**src/rtl/decoder_64b.sv**
```systemverilog
// 6-bit index to 64-bit one-hot decoder, valid-gated, with optional output register.
// Built from two 3-to-8 predecoders feeding an 8x8 AND plane.
module decoder_64b #(
    parameter int unsigned REG_OUT = 1
) (
    input  logic        clk_i,
    input  logic        rst_i,
    input  logic [5:0]  in_data_i,
    input  logic        in_valid_i,
    output logic [63:0] out_data_o,
    output logic        out_valid_o
);

    logic [7:0]  lo;
    logic [7:0]  hi;
    logic [63:0] dec;

    // Gating at the predecoders keeps X on in_data_i out of the word while invalid.
    always_comb begin
        lo = '0;
        hi = '0;
        if (in_valid_i) begin
            lo[in_data_i[2:0]] = 1'b1;
            hi[in_data_i[5:3]] = 1'b1;
        end
    end

    for (genvar h = 0; h < 8; h++) begin : g_hi
        for (genvar l = 0; l < 8; l++) begin : g_lo
            assign dec[h*8 + l] = hi[h] & lo[l];
        end
    end

    if (REG_OUT != 0) begin : g_reg
        always_ff @(posedge clk_i or posedge rst_i) begin
            if (rst_i) begin
                out_valid_o <= 1'b0;
                out_data_o  <= '0;
            end else begin
                out_valid_o <= in_valid_i;
                out_data_o  <= dec;
            end
        end
    end else begin : g_comb
        assign out_valid_o = in_valid_i;
        assign out_data_o  = dec;
    end

endmodule

```
**config.mk**
```make
export PLATFORM = sky130hd
export DESIGN_NAME = decoder_64b
export DESIGN_NICKNAME = d
export VERILOG_FILES = /design/src/rtl/decoder_64b.sv
export SDC_FILE = /design/constraint.sdc
export NUM_CORES = 1
export LEC_CHECK = 0
export BUFFER_PORTS_ARGS = -buffer_cell sky130_fd_sc_hd__buf_2
export CORE_MARGIN = 2
export CORE_UTILIZATION = 48
export CTS_CLUSTER_DIAMETER = 60
export DETAILED_ROUTE_END_ITERATION = 16
export PLACE_DENSITY = 0.77
export SLEW_MARGIN = 20
export SYNTH_ARGS = -nofsm -noshare
export SYNTH_HDL_FRONTEND = slang
export SYNTH_SLANG_ARGS = --single-unit
```
**constraint.sdc**
```tcl
create_clock -name clk_i -period 2.2 [get_ports clk_i]
set_input_delay 0.11 -clock clk_i [delete_from_list [all_inputs] [get_ports clk_i]]
set_output_delay 0.11 -clock clk_i [all_outputs]
set_load 0.01 [all_outputs]
```
==> impl_metrics.json, run 1 <==
{
  "post_drt_via_cell_ratio": 4.830,
  "worst_path_dominant_cell_family": "flip-flops",
  "max_cap_viol_count": 0,
  "cts_max_level": 3,
  "total_wirelength_of_the_detailed_routed_design_um": 4429,
  "total_of_fill_cells_in_the_finished_design": 337,
  "numPortBuffers": 73,
  "pre_antenna_drt_iters": 4,
  "die_area_um2": 5049,
  "total_power_w": 0.002230,
  "drt_drc_violations_left": 0,
  "finalHoldViolations": 0,
  "synthCells": 161,
  "pin_count_of_the_biggest_net_entering_global_routing": 66,
  "timing.critical_path.to_type": "primary output",
  "grt_first_pass_wirelength_um": 7155,
  "worst_slew_pin_slew_ns": 0.4660,
  "final_critical_path_required_period_ns": 0.9615,
  "setup.worst_path.class": "flip-flop to primary output",
  "finish.net_count": 241,
  "worst_setup_hold_path_clk_slew_ns": 0.06,
  "cts_repair_resize_count": 0,
  "syn_avg_cell_area_um2": 13.41,
  "critical_path_buf_inv_count": 1,
  "crit_path_cell_trace": "buf_2",
  "ios": 74,
  "data_arrival_at_the_endpoint_of_the_critical_path_ns": 0.85,
  "synth.lib_cells_used.distinct": 11,
  "first_iter_violations": 101,
  "holdWs_ns": 0.04591,
  "critical_path.slowest_cell": "dfrtp_1",
  "cp-start-kind": "flip-flop",
  "final_layout_size_suffix_gt1_frac": 0.4515,
  "slew-limit-headroom": 0.6876,
  "fp.coreArea_um2": 4354,
  "vias_in_the_first_global_route": 1427,
  "grt.overflow.total": 0,
  "die_height_um": 71.06,
  "critPathMaxStageDelay_ns": 0.38,
  "number_of_antenna_violations_at_the_first_check_in_global_routing": 0,
  "clk_path_buf_depth": 2,
  "routed-via-count": 1396,
  "crit_path_max_fanout": 1,
  "final_cell_area_um2": 2721,
  "outcome": "finished clean",
  "synth_sequential_area_ratio": 0.7536,
  "grt_usage": 0.1941,
  "worst-endpoint-required_ns": 2.09,
  "syn_area_um2": 2158,
  "cts_tree": "yes",
  "final_max_slew_viol_count": 0,
  "synthesis.nets": 170,
  "placedCellCount": 272,
  "post-cts-setup-buffers": 0,
  "root_buffer_cell": "clkbuf_8",
  "ys.warnings.count": 0,
  "power_density_nw_per_um2": 819.6,
  "clock-sinks": 65,
  "route.detailed.wl_per_inst_um": 15.33,
  "post-route-period-util": 0.4370,
  "number_of_failing_setup_endpoints_in_the_final_timing_report": 0,
  "highest_clock_rate_mhz": 1040,
  "area_growth_pct": 26.09,
  "route.antenna.remaining_nets": 0,
  "worst_hold_path_type": "primary input to flip-flop",
  "place.detailed.hpwl_um": 2961,
  "grt_setup_unrepaired": "no",
  "antenna_cells_inserted": 0,
  "chipWidth_um": 71.06,
  "fin_setup_tns_ns": 0,
  "leakage_dissipation_nw": 1.487,
  "ir_worst_vdd_uv": 467.9,
  "cts-buffers-inserted": 9,
  "placementRows": 24,
  "gpl.final_weighted_congestion": 0.7526,
  "start_util": 0.4957,
  "synth-seq-cells": 65,
  "finalNonFillerCells": 289,
  "dpl_cell_area_um2": 2519
}
==> synth_stat cells, drive strengths merged <==
cell     instances  area [um^2]
nor2            64        277.8
nand4            2        12.51
buf              7        60.05
nand4bb          6        67.56
or4b             2        27.53
clkbuf           8        30.03
inv              1        3.750
nand4b           6        52.55
dfrtp           65         1627
==> flip-flops by register name (all words and copies together), names as in the netlist <==
register,count
out_data_o,64
out_valid_o,1
==> metal layers <==
metal  track usage  wire length (um)  vias up
li1              -                 -      646
met1        0.2324              1777      705
met2        0.3136              2324       37
met3       0.06410               218        8
met4        0.1027               109        0
met5             0                 0        -
==> cell families after synthesis <==
logic type,count (synthesis),synth area share
buffers and inverters,16,0.04347
flip-flops,65,0.7536
AND/OR/NAND/NOR,80,0.2029
==> placed cells by master (no fill, tap or decap), drive strengths merged <==
master and count:
inv 1, clkinv 2, buf 74, clkbuf 14, dlygate4sd3 1, nand4 2, dfrtp 65, nand4bb 6
or4b 2, nor2 64, nand4b 6
==> power breakdown <==
part | leakage (nW) | internal [W] | total [W] | switching (W)
clock | 0.102 | 0.000529 | 0.000941 | 0.000412
sequential | 0.905 | 0.00120 | 0.00120 | 0.00000123
combinational | 0.479 | 0.0000244 | 0.0000884 | 0.0000640
==> area by class of cell <==
type | count | area [um^2] | share of cell area
multi-input combinational | 80 | 437.9 | 0.1609
clock inverter | 2 | 10.01 | 0.003678
inverter | 1 | 3.754 | 0.001379
timing repair buffer | 75 | 395.4 | 0.1453
sequential | 65 | 1627 | 0.5977
clock buffer | 14 | 182.7 | 0.06713
tap | 52 | 65.06 | 0.02391
==> path summary, 6_finish.rpt <==
| path | to | slack [ns] | depth (start not counted) | from |
|---|---|---|---|---|
| max in group asynchronous | out_data_o[40] | 1.54 | 4 | rst_i |
| worst min-delay path | out_valid_o | 0.05 | 1 | in_valid_i |
| worst max-delay path | out_data_o[0] | 1.24 | 1 | out_data_o[0] |
| min in group asynchronous | out_data_o[53] | 0.39 | 4 | rst_i |
==> metrics by stage <==
| stage | worst slack, ns | util |
|---|---|---|
| CTS | 1.216 | 0.6250 |
| detailed placement | 1.041 | 0.5784 |
| floorplan | 0.4635 | - |
| global placement | 1.077 | 0.5784 |
| finish | 1.239 | 0.6250 |
| global route | 1.203 | 0.6250 |
==> repair_timing <==
action                     in CTS  in global routing
hold endpoints to repair       65                  0
setup endpoints to repair       0                  0
hold buffers                    1                  0
No activity file was read; power rests on OpenSTA's default activity.
==> run 2, diff against run 1 <==
--- a/config.mk
+++ b/config.mk
@@ -5,9 +5,10 @@
 export SDC_FILE = /design/constraint.sdc
 export NUM_CORES = 1
 export LEC_CHECK = 0
+export ABC_AREA = 1
 export BUFFER_PORTS_ARGS = -buffer_cell sky130_fd_sc_hd__buf_2
 export CORE_MARGIN = 2
-export CORE_UTILIZATION = 48
+export CORE_UTILIZATION = 47
 export CTS_CLUSTER_DIAMETER = 60
 export DETAILED_ROUTE_END_ITERATION = 16
 export PLACE_DENSITY = 0.77
==> constraint.sdc (replaced) <==
create_clock -name clk_i -period 0.95 [get_ports clk_i]
set_input_delay 0.0475 -clock clk_i [delete_from_list [all_inputs] [get_ports clk_i]]
set_output_delay 0.0475 -clock clk_i [all_outputs]
set_load 0.01 [all_outputs]
==> run 2 against run 1 <==
  * Final cell count grew 6.9%
  * Count of clock-buffer cells in the layout fell by 1
  * Synthesized cell count up 3.7%
  * Core utilization up 3.4 points
  * Hold slack better by 0.12 ns
  * Clock power rose by 140%
  * Largest cell class unchanged
  * Largest power group unchanged
==> impl_metrics.json, run 2 <==
{
  "start_util": 0.4965,
  "registers.top_by_ff_count": "out_data_o",
  "syn_avg_cell_area_um2": 12.06,
  "synthesis.nets": 176,
  "primary_flip_flop_cell_chosen_by_synthesis_mapping": "dfrtp_1",
  "largest_reg_flops": 64,
  "mostFrequentLayoutCell": "buf_2",
  "cts_max_level": 3,
  "synthTopCellsByArea": "dfrtp_1 81%, nor2_1 13%, nand2_1 3.7%",
  "pre_antenna_drt_iters": 4,
  "number_of_antenna_violations_at_the_first_check_in_global_routing": 0,
  "layout.cells.most_common_list": "73 x buf_2, 70 x nor2_1, 65 x dfrtp_1",
  "outcome": "finished clean",
  "synth.cells.most_frequent": "70 x nor2_1, 65 x dfrtp_1, 20 x nand2_1",
  "first_iter_violations": 79,
  "final_critical_path_required_period_ns": 0.9016,
  "post-route-period-util": 0.9491,
  "post-cts-setup-buffers": 0,
  "p_seq_frac": 0.534,
  "area_growth_pct": 32.80,
  "routed-via-count": 1404,
  "area.sequential_um2": 1627,
  "data_arrival_at_the_endpoint_of_the_critical_path_ns": 0.85,
  "ir_worst_vdd_uv": 852.2,
  "route.antenna.remaining_nets": 0,
  "synth_top_cell_by_area": "dfrtp_1",
  "hold_start": "in_data_i[3]",
  "crit_path_max_fanout": 1,
  "worst_slew_pin_slew_ns": 0.4083,
  "total_power_w": 0.005212,
  "grt_setup_unrepaired": "yes",
  "leakage_dissipation_nw": 1.549,
  "ios": 74,
  "p_int_w": 0.004107,
  "route.detailed.wl_per_inst_um": 13.99,
  "chipWidth_um": 69.47,
  "synth-seq-cells": 65,
  "critical_path_buf_inv_count": 1,
  "root_buffer_cell": "clkbuf_8",
  "final_layout_size_suffix_gt1_frac": 0.3475,
  "crit_path_cell_trace": "buf_2",
  "place.detailed.hpwl_um": 2847,
  "critPathMaxStageDelay_ns": 0.38,
  "grt_usage": 0.1977,
  "holdWs_ns": 0.1681,
  "numPortBuffers": 73,
  "proportion_of_power_drawn_by_combinational_gates": 0.038,
  "post-synth-top-area-fraction": 0.8075,
  "number_of_flops_mapped_to_enable_cells_by_yosys": 0,
  "p_clk_frac": 0.428,
  "setup.worst_path.class": "flip-flop to primary output",
  "cts_tree": "yes",
  "syn_area_um2": 2014,
  "finalNonFillerCells": 309,
  "worst_hold_path.num_cells": 4,
  "worst_path_dominant_cell_family": "flip-flops",
  "pin_count_of_the_biggest_net_entering_global_routing": 66,
  "placementRows": 23,
  "power.switching_w": 0.001105,
  "number_of_failing_setup_endpoints_in_the_final_timing_report": 0,
  "placedCellCount": 291,
  "critical_path.slowest_cell": "dfrtp_1",
  "die_area_um2": 4825,
  "yosys.cell_count.top_type": "nor2_1",
  "clk_path_buf_depth": 2,
  "vias_in_the_first_global_route": 1409,
  "ys.warnings.count": 0,
  "finish.net_count": 263,
  "highest_clock_rate_mhz": 1109,
  "total_wirelength_of_the_detailed_routed_design_um": 4322,
  "worst_setup_hold_path_clk_slew_ns": 0.06,
  "grt.overflow.total": 0,
  "cts_repair_resize_count": 0,
  "final_max_slew_viol_count": 0,
  "post_drt_via_cell_ratio": 4.544,
  "clock-sinks": 65,
  "top_regs": "out_data_o: 64 flops, out_valid_o: 1 flops",
  "slew-limit-headroom": 0.7271,
  "worst_hold_path_type": "primary input to flip-flop",
  "cp-start-kind": "flip-flop",
  "total_of_fill_cells_in_the_finished_design": 334,
  "timing.critical_path.to_type": "primary output",
  "die_height_um": 69.47,
  "switching_share": 0.2121,
  "synthCells": 167,
  "synth_sequential_area_ratio": 0.8075,
  "gpl.final_weighted_congestion": 0.7767,
  "grt_first_pass_wirelength_um": 6900,
  "drt_drc_violations_left": 0,
  "fp.coreArea_um2": 4058,
  "whs_endpoint": "out_data_o[18]",
  "synth.lib_cells_used.distinct": 5,
  "cts-buffers-inserted": 9,
  "max_cap_viol_count": 0,
  "worst-endpoint-required_ns": 0.90,
  "antenna_cells_inserted": 0,
  "power_density_nw_per_um2": 1948,
  "asyncSetResetFlopFracSynth": 1.000,
  "multiInputGateArea_um2": 350.3,
  "finalHoldViolations": 0
}
==> run 2: cell count changes in the layout (fill, tap and decap cells not counted), moves of 2 or more <==
cell	change
inv_1	+9
nand4_1	-2
or4b_4	-2
nand2_1	+20
clkbuf_1	+2
nor2_2	-13
clkbuf_8	-3
nand4b_1	-6
nor2_1	+21
nand4bb_1	-6
==> run 2: per-layer routing <==
| layer | GRT usage | up-vias | routed length [um] |
|---|---|---|---|
| met1 | 0.2676 | 674 | 1899 |
| met4 | 0.08715 | 0 | 66 |
| met2 | 0.2746 | 50 | 2023 |
| li1 | - | 672 | - |
| met3 | 0.09157 | 8 | 332 |
| met5 | 0 | - | 0 |
==> run 2: what timing repair did <==
| item | in CTS | in global routing |
|---|---|---|
| hold buffers | 2 | 0 |
| hold endpoints to repair | 66 | 0 |
| endpoints found under the setup margin | 0 | 1 |
==> run 2: how the worst max path moves through the flow <==
stage	from	endpoint	slack, ns	depth (start not counted)
floorplan	rst_i	out_data_o[0]	0.20	1
global placement	in_valid_i	out_data_o[54]	0.05	5
detailed placement	in_valid_i	out_data_o[6]	0.02	5
CTS	out_data_o[26]	out_data_o[26]	0.03	1
global route	out_data_o[26]	out_data_o[26]	-0.00009	1
finish	out_data_o[12]	out_data_o[12]	0.05	1
==> run 2: cells by family after synthesis <==
group / count (synthesis) / synth area share
AND/OR/NAND/NOR: 92 / 0.1739
flip-flops: 65 / 0.8075
buffers and inverters: 10 / 0.01864
==> run 2: layout make-up <==
cell class | count | share of cell area
repair buffers | 76 | 0.1515
multi-input cells | 92 | 0.1310
clock buffers | 13 | 0.05566
inverters | 10 | 0.01543
clock inverters | 3 | 0.01497
well taps | 50 | 0.02339
flip-flops and latches | 65 | 0.6080
==> run 2: power by group through the flow <==
stage	clock, W	sequential (W)	combinational, W
4_1_cts	0.00227	0.00278	0.000203
3_5_place_dp	0	0.00283	0.000197
6_report	0.00223	0.00278	0.000199
5_1_grt	0.00242	0.00278	0.000229
3_3_place_gp	0	0.00283	0.000192
2_1_floorplan	0	0.00284	0.000105
==> run 2: metrics by stage <==
step                      area [um^2]  utilization  setup slack, ns  setup TNS, ns
final                            2675       0.6593          0.04838              0
after CTS                        2675       0.6593          0.02694              0
after floorplan                  2018            -           0.2024              0
after global placement           2466       0.6078          0.04787              0
after detailed placement         2466       0.6078          0.01857              0
after global routing             2675       0.6593      -0.00008843    -0.00008843
